File: src/rtl/aes_round_sequencer.sv
// ---------------------------------------------------------------------------
// aes_round_sequencer
//
// Purpose:
//   Control FSM for an AES-128 encryption datapath. Holds the 128-bit AES
//   state register, broadcasts it to the SubBytes, ShiftRows, MixColumns and
//   AddRoundKey units on one shared bus (Dat_Unit), and steps those units
//   through NR rounds. Each unit's result is captured back into the state
//   register. The final round skips MixColumns.
//
// Ports:
//   Clk, Rst_n          clock (rising edge), asynchronous active-low reset
//   Start, Plain_In     start request (sampled in IDLE only) and plaintext
//   Busy                high in every state except IDLE
//   Done                one-cycle pulse, Cipher_Out valid
//   Err                 one-cycle pulse, a unit failed to answer in time
//   Cipher_Out          ciphertext, updated only together with Done
//   Round               round index for the key schedule (0 = initial ARK)
//   Dat_Unit            state register, shared operand bus to all units
//   En_x / Ry_x / Out_x per-unit enable, ready and result (x = SB, SHR,
//                       MC, ARK)
//   State_Dbg           current FSM state encoding, for observation only
//
// Unit handshake:
//   On entry to a stage the sequencer raises En_x for exactly one cycle,
//   while Dat_Unit holds the operand. The unit answers by raising Ry_x with
//   Out_x valid in some later cycle; the first clock edge that sees Ry_x=1
//   after the En_x cycle captures Out_x and moves on. Ry_x in the En_x cycle
//   itself, and Ry from any unit other than the one being waited on, are
//   ignored. If no Ry_x arrives within TIMEOUT cycles (counting the En_x
//   cycle) Err pulses and the sequencer returns to IDLE.
// ---------------------------------------------------------------------------
module aes_round_sequencer #(
  parameter int NR      = 10,
  parameter int TIMEOUT = 255
) (
  input  logic         Clk,
  input  logic         Rst_n,
  input  logic         Start,
  input  logic [127:0] Plain_In,
  output logic         Busy,
  output logic         Done,
  output logic         Err,
  output logic [127:0] Cipher_Out,
  output logic [3:0]   Round,
  output logic [127:0] Dat_Unit,
  output logic         En_SB,
  input  logic         Ry_SB,
  input  logic [127:0] Out_SB,
  output logic         En_SHR,
  input  logic         Ry_SHR,
  input  logic [127:0] Out_SHR,
  output logic         En_MC,
  input  logic         Ry_MC,
  input  logic [127:0] Out_MC,
  output logic         En_ARK,
  input  logic         Ry_ARK,
  input  logic [127:0] Out_ARK,
  output logic [2:0]   State_Dbg
);

  typedef enum logic [2:0] {
    S_IDLE = 3'd0,
    S_ARK0 = 3'd1,
    S_SB   = 3'd2,
    S_SHR  = 3'd3,
    S_MC   = 3'd4,
    S_ARK  = 3'd5,
    S_DONE = 3'd6
  } state_e;

  localparam logic [3:0] NR_L = 4'(NR);
  localparam logic [7:0] TO_L = 8'(TIMEOUT);

  state_e         state_q;
  logic [127:0]   data_q;
  logic [127:0]   cipher_q;
  logic [3:0]     round_q;
  logic [7:0]     timer_q;
  logic [7:0]     timer_d;
  logic           busy_q;
  logic           done_q;
  logic           err_q;
  logic           en_sb_q;
  logic           en_shr_q;
  logic           en_mc_q;
  logic           en_ark_q;

  logic           ry_sel;
  logic [127:0]   out_sel;
  logic           en_cycle;

  // Select the handshake of the unit owning the current stage; every other
  // unit's ready is simply not looked at.
  always_comb begin
    ry_sel  = 1'b0;
    out_sel = Out_ARK;
    case (state_q)
      S_ARK0, S_ARK: begin
        ry_sel  = Ry_ARK;
        out_sel = Out_ARK;
      end
      S_SB: begin
        ry_sel  = Ry_SB;
        out_sel = Out_SB;
      end
      S_SHR: begin
        ry_sel  = Ry_SHR;
        out_sel = Out_SHR;
      end
      S_MC: begin
        ry_sel  = Ry_MC;
        out_sel = Out_MC;
      end
      default: ;
    endcase
  end

  // The enable pulse marks the entry cycle of a stage; ready is not
  // accepted in that cycle.
  assign en_cycle = en_sb_q | en_shr_q | en_mc_q | en_ark_q;
  assign timer_d  = timer_q + 8'd1;

  always_ff @(posedge Clk or negedge Rst_n) begin
    if (!Rst_n) begin
      state_q  <= S_IDLE;
      data_q   <= '0;
      cipher_q <= '0;
      round_q  <= '0;
      timer_q  <= '0;
      busy_q   <= 1'b0;
      done_q   <= 1'b0;
      err_q    <= 1'b0;
      en_sb_q  <= 1'b0;
      en_shr_q <= 1'b0;
      en_mc_q  <= 1'b0;
      en_ark_q <= 1'b0;
    end else begin
      // Pulses default low; a stage transition below re-raises one enable.
      en_sb_q  <= 1'b0;
      en_shr_q <= 1'b0;
      en_mc_q  <= 1'b0;
      en_ark_q <= 1'b0;
      done_q   <= 1'b0;
      err_q    <= 1'b0;

      case (state_q)
        S_IDLE: begin
          if (Start) begin
            data_q   <= Plain_In;
            round_q  <= '0;
            timer_q  <= '0;
            busy_q   <= 1'b1;
            en_ark_q <= 1'b1;
            state_q  <= S_ARK0;
          end
        end

        S_DONE: begin
          busy_q  <= 1'b0;
          state_q <= S_IDLE;
        end

        default: begin
          if (en_cycle) begin
            // The enable cycle already counts toward the timeout.
            timer_q <= timer_d;
          end else if (ry_sel) begin
            data_q  <= out_sel;
            timer_q <= '0;
            case (state_q)
              S_ARK0: begin
                round_q <= 4'd1;
                en_sb_q <= 1'b1;
                state_q <= S_SB;
              end
              S_SB: begin
                en_shr_q <= 1'b1;
                state_q  <= S_SHR;
              end
              S_SHR: begin
                // The last round has no MixColumns.
                if (round_q < NR_L) begin
                  en_mc_q <= 1'b1;
                  state_q <= S_MC;
                end else begin
                  en_ark_q <= 1'b1;
                  state_q  <= S_ARK;
                end
              end
              S_MC: begin
                en_ark_q <= 1'b1;
                state_q  <= S_ARK;
              end
              S_ARK: begin
                if (round_q < NR_L) begin
                  round_q <= round_q + 4'd1;
                  en_sb_q <= 1'b1;
                  state_q <= S_SB;
                end else begin
                  // Publish the ciphertext in the same cycle Done is high.
                  cipher_q <= out_sel;
                  done_q   <= 1'b1;
                  state_q  <= S_DONE;
                end
              end
              default: state_q <= S_IDLE;
            endcase
          end else if (timer_d >= TO_L) begin
            // Abort: state register keeps its partial contents, Cipher_Out
            // is left untouched.
            err_q   <= 1'b1;
            busy_q  <= 1'b0;
            round_q <= '0;
            timer_q <= '0;
            state_q <= S_IDLE;
          end else begin
            timer_q <= timer_d;
          end
        end
      endcase
    end
  end

  assign Busy       = busy_q;
  assign Done       = done_q;
  assign Err        = err_q;
  assign Cipher_Out = cipher_q;
  assign Round      = round_q;
  assign Dat_Unit   = data_q;
  assign En_SB      = en_sb_q;
  assign En_SHR     = en_shr_q;
  assign En_MC      = en_mc_q;
  assign En_ARK     = en_ark_q;
  assign State_Dbg  = state_q;

endmodule

File: config.mk
export PLATFORM = sky130hd
export DESIGN_NAME = aes_round_sequencer
export DESIGN_NICKNAME = d
export VERILOG_FILES = /design/src/rtl/aes_round_sequencer.sv
export SDC_FILE = /design/constraint.sdc
export NUM_CORES = 1
export LEC_CHECK = 0
export ABC_AREA = 1
export ABC_CLOCK_PERIOD_IN_PS = 3600
export BUFFER_PORTS_ARGS = -buffer_cell sky130_fd_sc_hd__buf_2
export CAP_MARGIN = 20
export CELL_PAD_IN_SITES_DETAIL_PLACEMENT = 0
export CELL_PAD_IN_SITES_GLOBAL_PLACEMENT = 2
export CORE_AREA = 4 4 358 360
export CTS_CLUSTER_SIZE = 8
export DETAILED_ROUTE_END_ITERATION = 10
export DIE_AREA = 0 0 362 364
export PLACE_DENSITY_LB_ADDON = 0.08
export SETUP_SLACK_MARGIN = 0.3
export SLEW_MARGIN = 20
export SYNTH_ARGS = -nofsm -noshare
export SYNTH_HDL_FRONTEND = slang
export SYNTH_SLANG_ARGS = --single-unit
File: constraint.sdc
create_clock -name Clk -period 3.6 [get_ports Clk]
set_input_delay 0 -clock Clk [delete_from_list [all_inputs] [get_ports Clk]]
set_output_delay 0 -clock Clk [all_outputs]
set_load 0.02 [all_outputs]
# Word-level counts from Yosys, hierarchy flattened
# Index checks and enable logic that the tools add are counted.
# totals
ff_bits	278
input_bits	647
output_inout_bits	270
elab_cells	106
# op_classes
muxes	58
n_eq_ne	12
n_reduce_logical	13
n_lt_le_gt_ge	2
n_bitwise	7
n_addsub	2
# ops
op	n
$mux W128	3
$pmux W128 S3	1
$pmux W128 S2	1
$mux W8	4
$mux W1	29
$mux W4	5
$pmux W4 S2	2
$pmux W8 S2	1
$mux W3	5
$pmux W3 S5	1
$eq A3 B3 Y1 const B	3
$add A8 B1 Y8 const B	1
$ge A8 B8 Y1 const B	1
$pmux W1 S2	4
$reduce_and A4 Y1	2
$eq A3 B2 Y1 const B	2
$ne A3 B1 Y1 const B	2
$pmux W3 S2	1
$reduce_and A6 Y1	1
$reduce_bool A3 Y1	2
$reduce_and A5 Y1	1
$add A4 B1 Y4 const B	1
$lt A4 B4 Y1 const B	1
$ne A4 B1 Y1 const B	1
13 further kinds	19

# Depth between registers and ports, before layout
# depth
word_depth	6
mapped_depth	14
ltp_nobuf	12

# Worst setup path after synthesis
# OpenSTA, ideal clock, no wires.
# synth_path
path_kind	register to register
from	register state_q[0] (netlist: State_Dbg[0])
to	register data_q[107] (netlist: Dat_Unit[107])
path_buffers	3
stages_incl_launch_ff	15
setup_slack_ps	1681
t_arrival_ps	1797
path_cell_list	dfrtp_1 > buf_2 > nor2_4 > nand2_4 > inv_4 > nand2_4 > nand2_2 > a21oi_1 > inv_1 > nor2_4 > inv_1 > buf_4 > buf_4 > nand2_1 > o21ai_1
# synth_between
elab_chain_len	5
elab_cells_between_ends	18
classes_between	eq/ne (8); mux (5); bitwise (1); reduce/logical (4)
# synth_lines
element	line	source
start, declared	75	state_e state_q;
start signal, assigned	126	state_q <= S_IDLE;
start signal, assigned	155	state_q <= S_ARK0;
start signal, assigned	161	state_q <= S_IDLE;
$eq A3 B3 Y1 (tied with other cells)	98	case (state_q)
$pmux W128 S3 or $reduce_or A2 Y1 (tied branches)	98	
$mux W128 or $pmux W1 S4 (tied branches)	168, 98	
$mux W128 or $reduce_bool A2 Y1 (tied branches)	--	
$pmux W128 S2 or $reduce_and A4 Y1 (tied branches)	--	
end signal, assigned	150	data_q <= Plain_In;
end signal, assigned	169	data_q <= out_sel;
end, declared	76	logic [127:0] data_q;
# Several ways; a longest one is shown, not always the timed one. The select of a mux whose other input is x is not followed.
# A chain may end at the register's enable or synchronous reset.

# Worst setup path after layout
# layout_path
from	register state_q[2] (netlist: State_Dbg[2])
to	register cipher_q[91] (netlist: Cipher_Out[91])
# layout_between
elab_chain_len	4
elab_cells_between_ends	13
classes_between	eq/ne (6); mux (2); bitwise (1); reduce/logical (4)
# layout_lines
element	line	source
$eq A3 B3 Y1 (tied with other cells)	98, 171	
$reduce_or A2 Y1 (on tied branches)	--	
$pmux W1 S4 or $not A1 Y1 (tied branches)	--	
$reduce_and A5 Y1 (no line)	--	
end signal, assigned	202	cipher_q <= out_sel;
end, declared	77	logic [127:0] cipher_q;
# Several ways; a longest one is shown, not always the timed one.

==> impl_metrics.ini <==
[detailed_routing]
drc_errors = 0
wl_per_cell_um = 22.2
drt_pass1_iterations = 7
dr.first_iter.drc_count = 1062
postRouteAntennaNets = 0
viasPerCell = 3.97
via_count = 20071
routed_wl_um = 112000

[logic_synthesis]
yosysTopAreaCellShare = 0.465
ys_seq_elements = 278
synth_warnings = 0
synth.distinct_cells = 26
yosys.area.top_type = dfrtp_1
netlist_area_um2 = 15000
seq_area_frac_synth = 0.465
synthCells = 2061
syn_nets = 2711
synth.area.top_cells = dfrtp_1 47%, nand2_1 20%, nand3_1 7.1%, o21ai_0 4.7%, o21ai_1 4.3%
synth_area_per_cell_um2 = 7.26

[placed_design]
gp_congestion = 0.816
hpwlAfterDp_um = 78400
numPortBuffers = 916

[power_and_ir_drop]
swShare = 0.480
vdd_ir_drop_max_v = 0.000946
netSwitchingPower_mw = 9.77
power_density_nw_per_um2 = 742
p_int_mw = 10.6
seqPwrFrac = 0.219
p_clk_frac = 0.196
p_leak_nw = 13.7
combPwrFrac = 0.585

[floorplanning]
io_pins = 917
die_w_um = 362
start_util = 0.120
rows = 130
die-area_um2 = 132000
die_y_um = 364
coreArea_um2 = 125000

[grt]
antenna_found_initial = 21
grt_start_max_net_pins = 130
grt_use_total = 0.160
gr-total-overflow = 0
grt_pass1_wl_um = 155000
grt_pass1_vias = 21291

[setup_path]
cp-startpoint = State_Dbg[2]
start_kind = register
cp_data_arrival_time_ps = 3590
r2r_cells = 10
end_kind = register
path_class = reg -> reg
rr_endpoint = Cipher_Out[91]
crit_required_ps = 4070
cp_max_fo = 48
rrSetupSlack_ps = 480
rr_startpoint = State_Dbg[2]
worstSetupEndpoint = Cipher_Out[91]

[clock_network]
cts_tree = yes
path_clk_slew_ps = 50
post_cts_buffers = 0
cts_sinks = 278
clockRootBuffer = clkbuf_16
cts_buffers = 43
h-tree-depth = 2
clock_latency_ps = 590
cts.path.max_buffers = 3

[sta]
setup_viol = 0
slew_headroom = 0.228
min_period_ps = 3120
timing.fmax_ghz = 0.321
slew_viol_final = 0
setup_tns_ps = 0
rsz0062_at_grt = true
worstMarginPinSlew_ps = 1160
fin_crit_sh = 0.866
clock-skew-final_ps = 17.4
hold_viol = 0
hold_slack_ps = 35.7

[cells_and_area]
nets = 4030
layout_commonest_cell = buf_2
area_growth_pct = 83.3
final_cell_mix = 915 x buf_2, 810 x nand2_1, 479 x dlygate4sd3_1
layout-drive-gt1-share = 0.299

[worst_hold_path]
worstHoldPathType = in -> async

[run]
maxCapViolCount = 0

[status]
status = complete, no violations
-- metrics by stage --
step,cells,power [mW],util,cell area (um^2),setup slack [ps]
floorplan,2061,10.2,-,15000,1680
global placement,4505,14.7,0.170,21300,764
detailed placement,4505,14.7,0.170,21300,705
CTS,5049,20.9,0.219,27400,302
global route,5053,22.0,0.219,27400,299
finish,5055,20.3,0.219,27400,481
-- routing by layer --
layer  GRT usage  vias to the layer above  wire, um
li1            -                     9481         -
met1       0.185                     9735     44800
met2       0.286                      702     56200
met3      0.0473                      135      8060
met4      0.0418                       18      2860
met5           0                        -       116
-- power by group through the flow --
stage               Clock (mW)  Sequential, mW  Combinational [mW]
CTS                       4.20            4.47                12.2
global route              4.29            4.57                13.1
detailed placement           0            4.51                10.2
finish                    3.99            4.46                11.9
global placement             0            4.50                10.1
floorplan                    0            5.37                4.83
-- how the worst min path moves through the flow --
stage                 startpoint        endpoint  cells after the start
floorplan                  Rst_n            Busy                      0
global placement           Rst_n  Cipher_Out[13]                      1
detailed placement         Rst_n  Cipher_Out[13]                      1
CTS                       Ry_SHR    State_Dbg[2]                      7
global route        Out_SHR[107]   Dat_Unit[107]                      5
finish                     Rst_n  Cipher_Out[13]                      2
-- area by class of cell --
type | count | area [um^2]
fill | 14223 | 97700
timing repair buffer | 1431 | 9840
multi-input combinational | 1598 | 7170
sequential | 278 | 6960
tap | 1650 | 2060
clock buffer | 64 | 1240
inverter | 28 | 125
antenna | 5 | 12.5
clock inverter | 1 | 5.00
-- cell usage after synthesis --
master,number
a211oi_1,1
a21oi_1,3
a22oi_1,70
buf_1,7
buf_2,53
buf_4,5
buf_6,11
clkbuf_1,81
dfrtp_1,278
ha_1,3
inv_1,27
inv_4,1
nand2_1,810
nand2_2,1
nand2_4,3
nand3_1,213
nand4_1,61
nor2_1,149
nor2_2,1
nor2_4,3
nor3_1,2
o21ai_0,140
o21ai_1,129
o21ai_2,1
o22ai_1,5
xor2_1,3
-- worst max-delay path: stages, from the launching register on --
cell,delay [ps]
dfrtp_4,400
buf_4,350
nand2_1,120
o21ai_0,320
inv_4,200
buf_6,260
nand2_1,150
nand4_1,250
dlygate4sd3_1,700
nand2_1,80
nand2_1,40
-- cell families after synthesis --
family,synth area share
and+or+nand+nor,0.343
AOI/OAI and AO/OA,0.129
DFF,0.465
buffers and inverters,0.0578
xor gates and xnor gates,0.00176
adders and majority gates,0.00251
-- state kept, by name (all words and copies together) (netlist names) --
| signal | count |
|---|---|
| Cipher_Out | 128 |
| Dat_Unit | 128 |
| timer_q | 8 |
| Round | 4 |
| State_Dbg | 3 |
| Busy | 1 |
| Done | 1 |
| En_ARK | 1 |
| En_MC | 1 |
| En_SB | 1 |
| En_SHR | 1 |
| Err | 1 |
-- what timing repair did --
action,in CTS,in global routing
hold buffers,479,0
gates resized for setup,0,5
endpoints found under the setup margin,0,145
endpoints found under the hold margin,346,0
(Power assumes the default switching activity.)
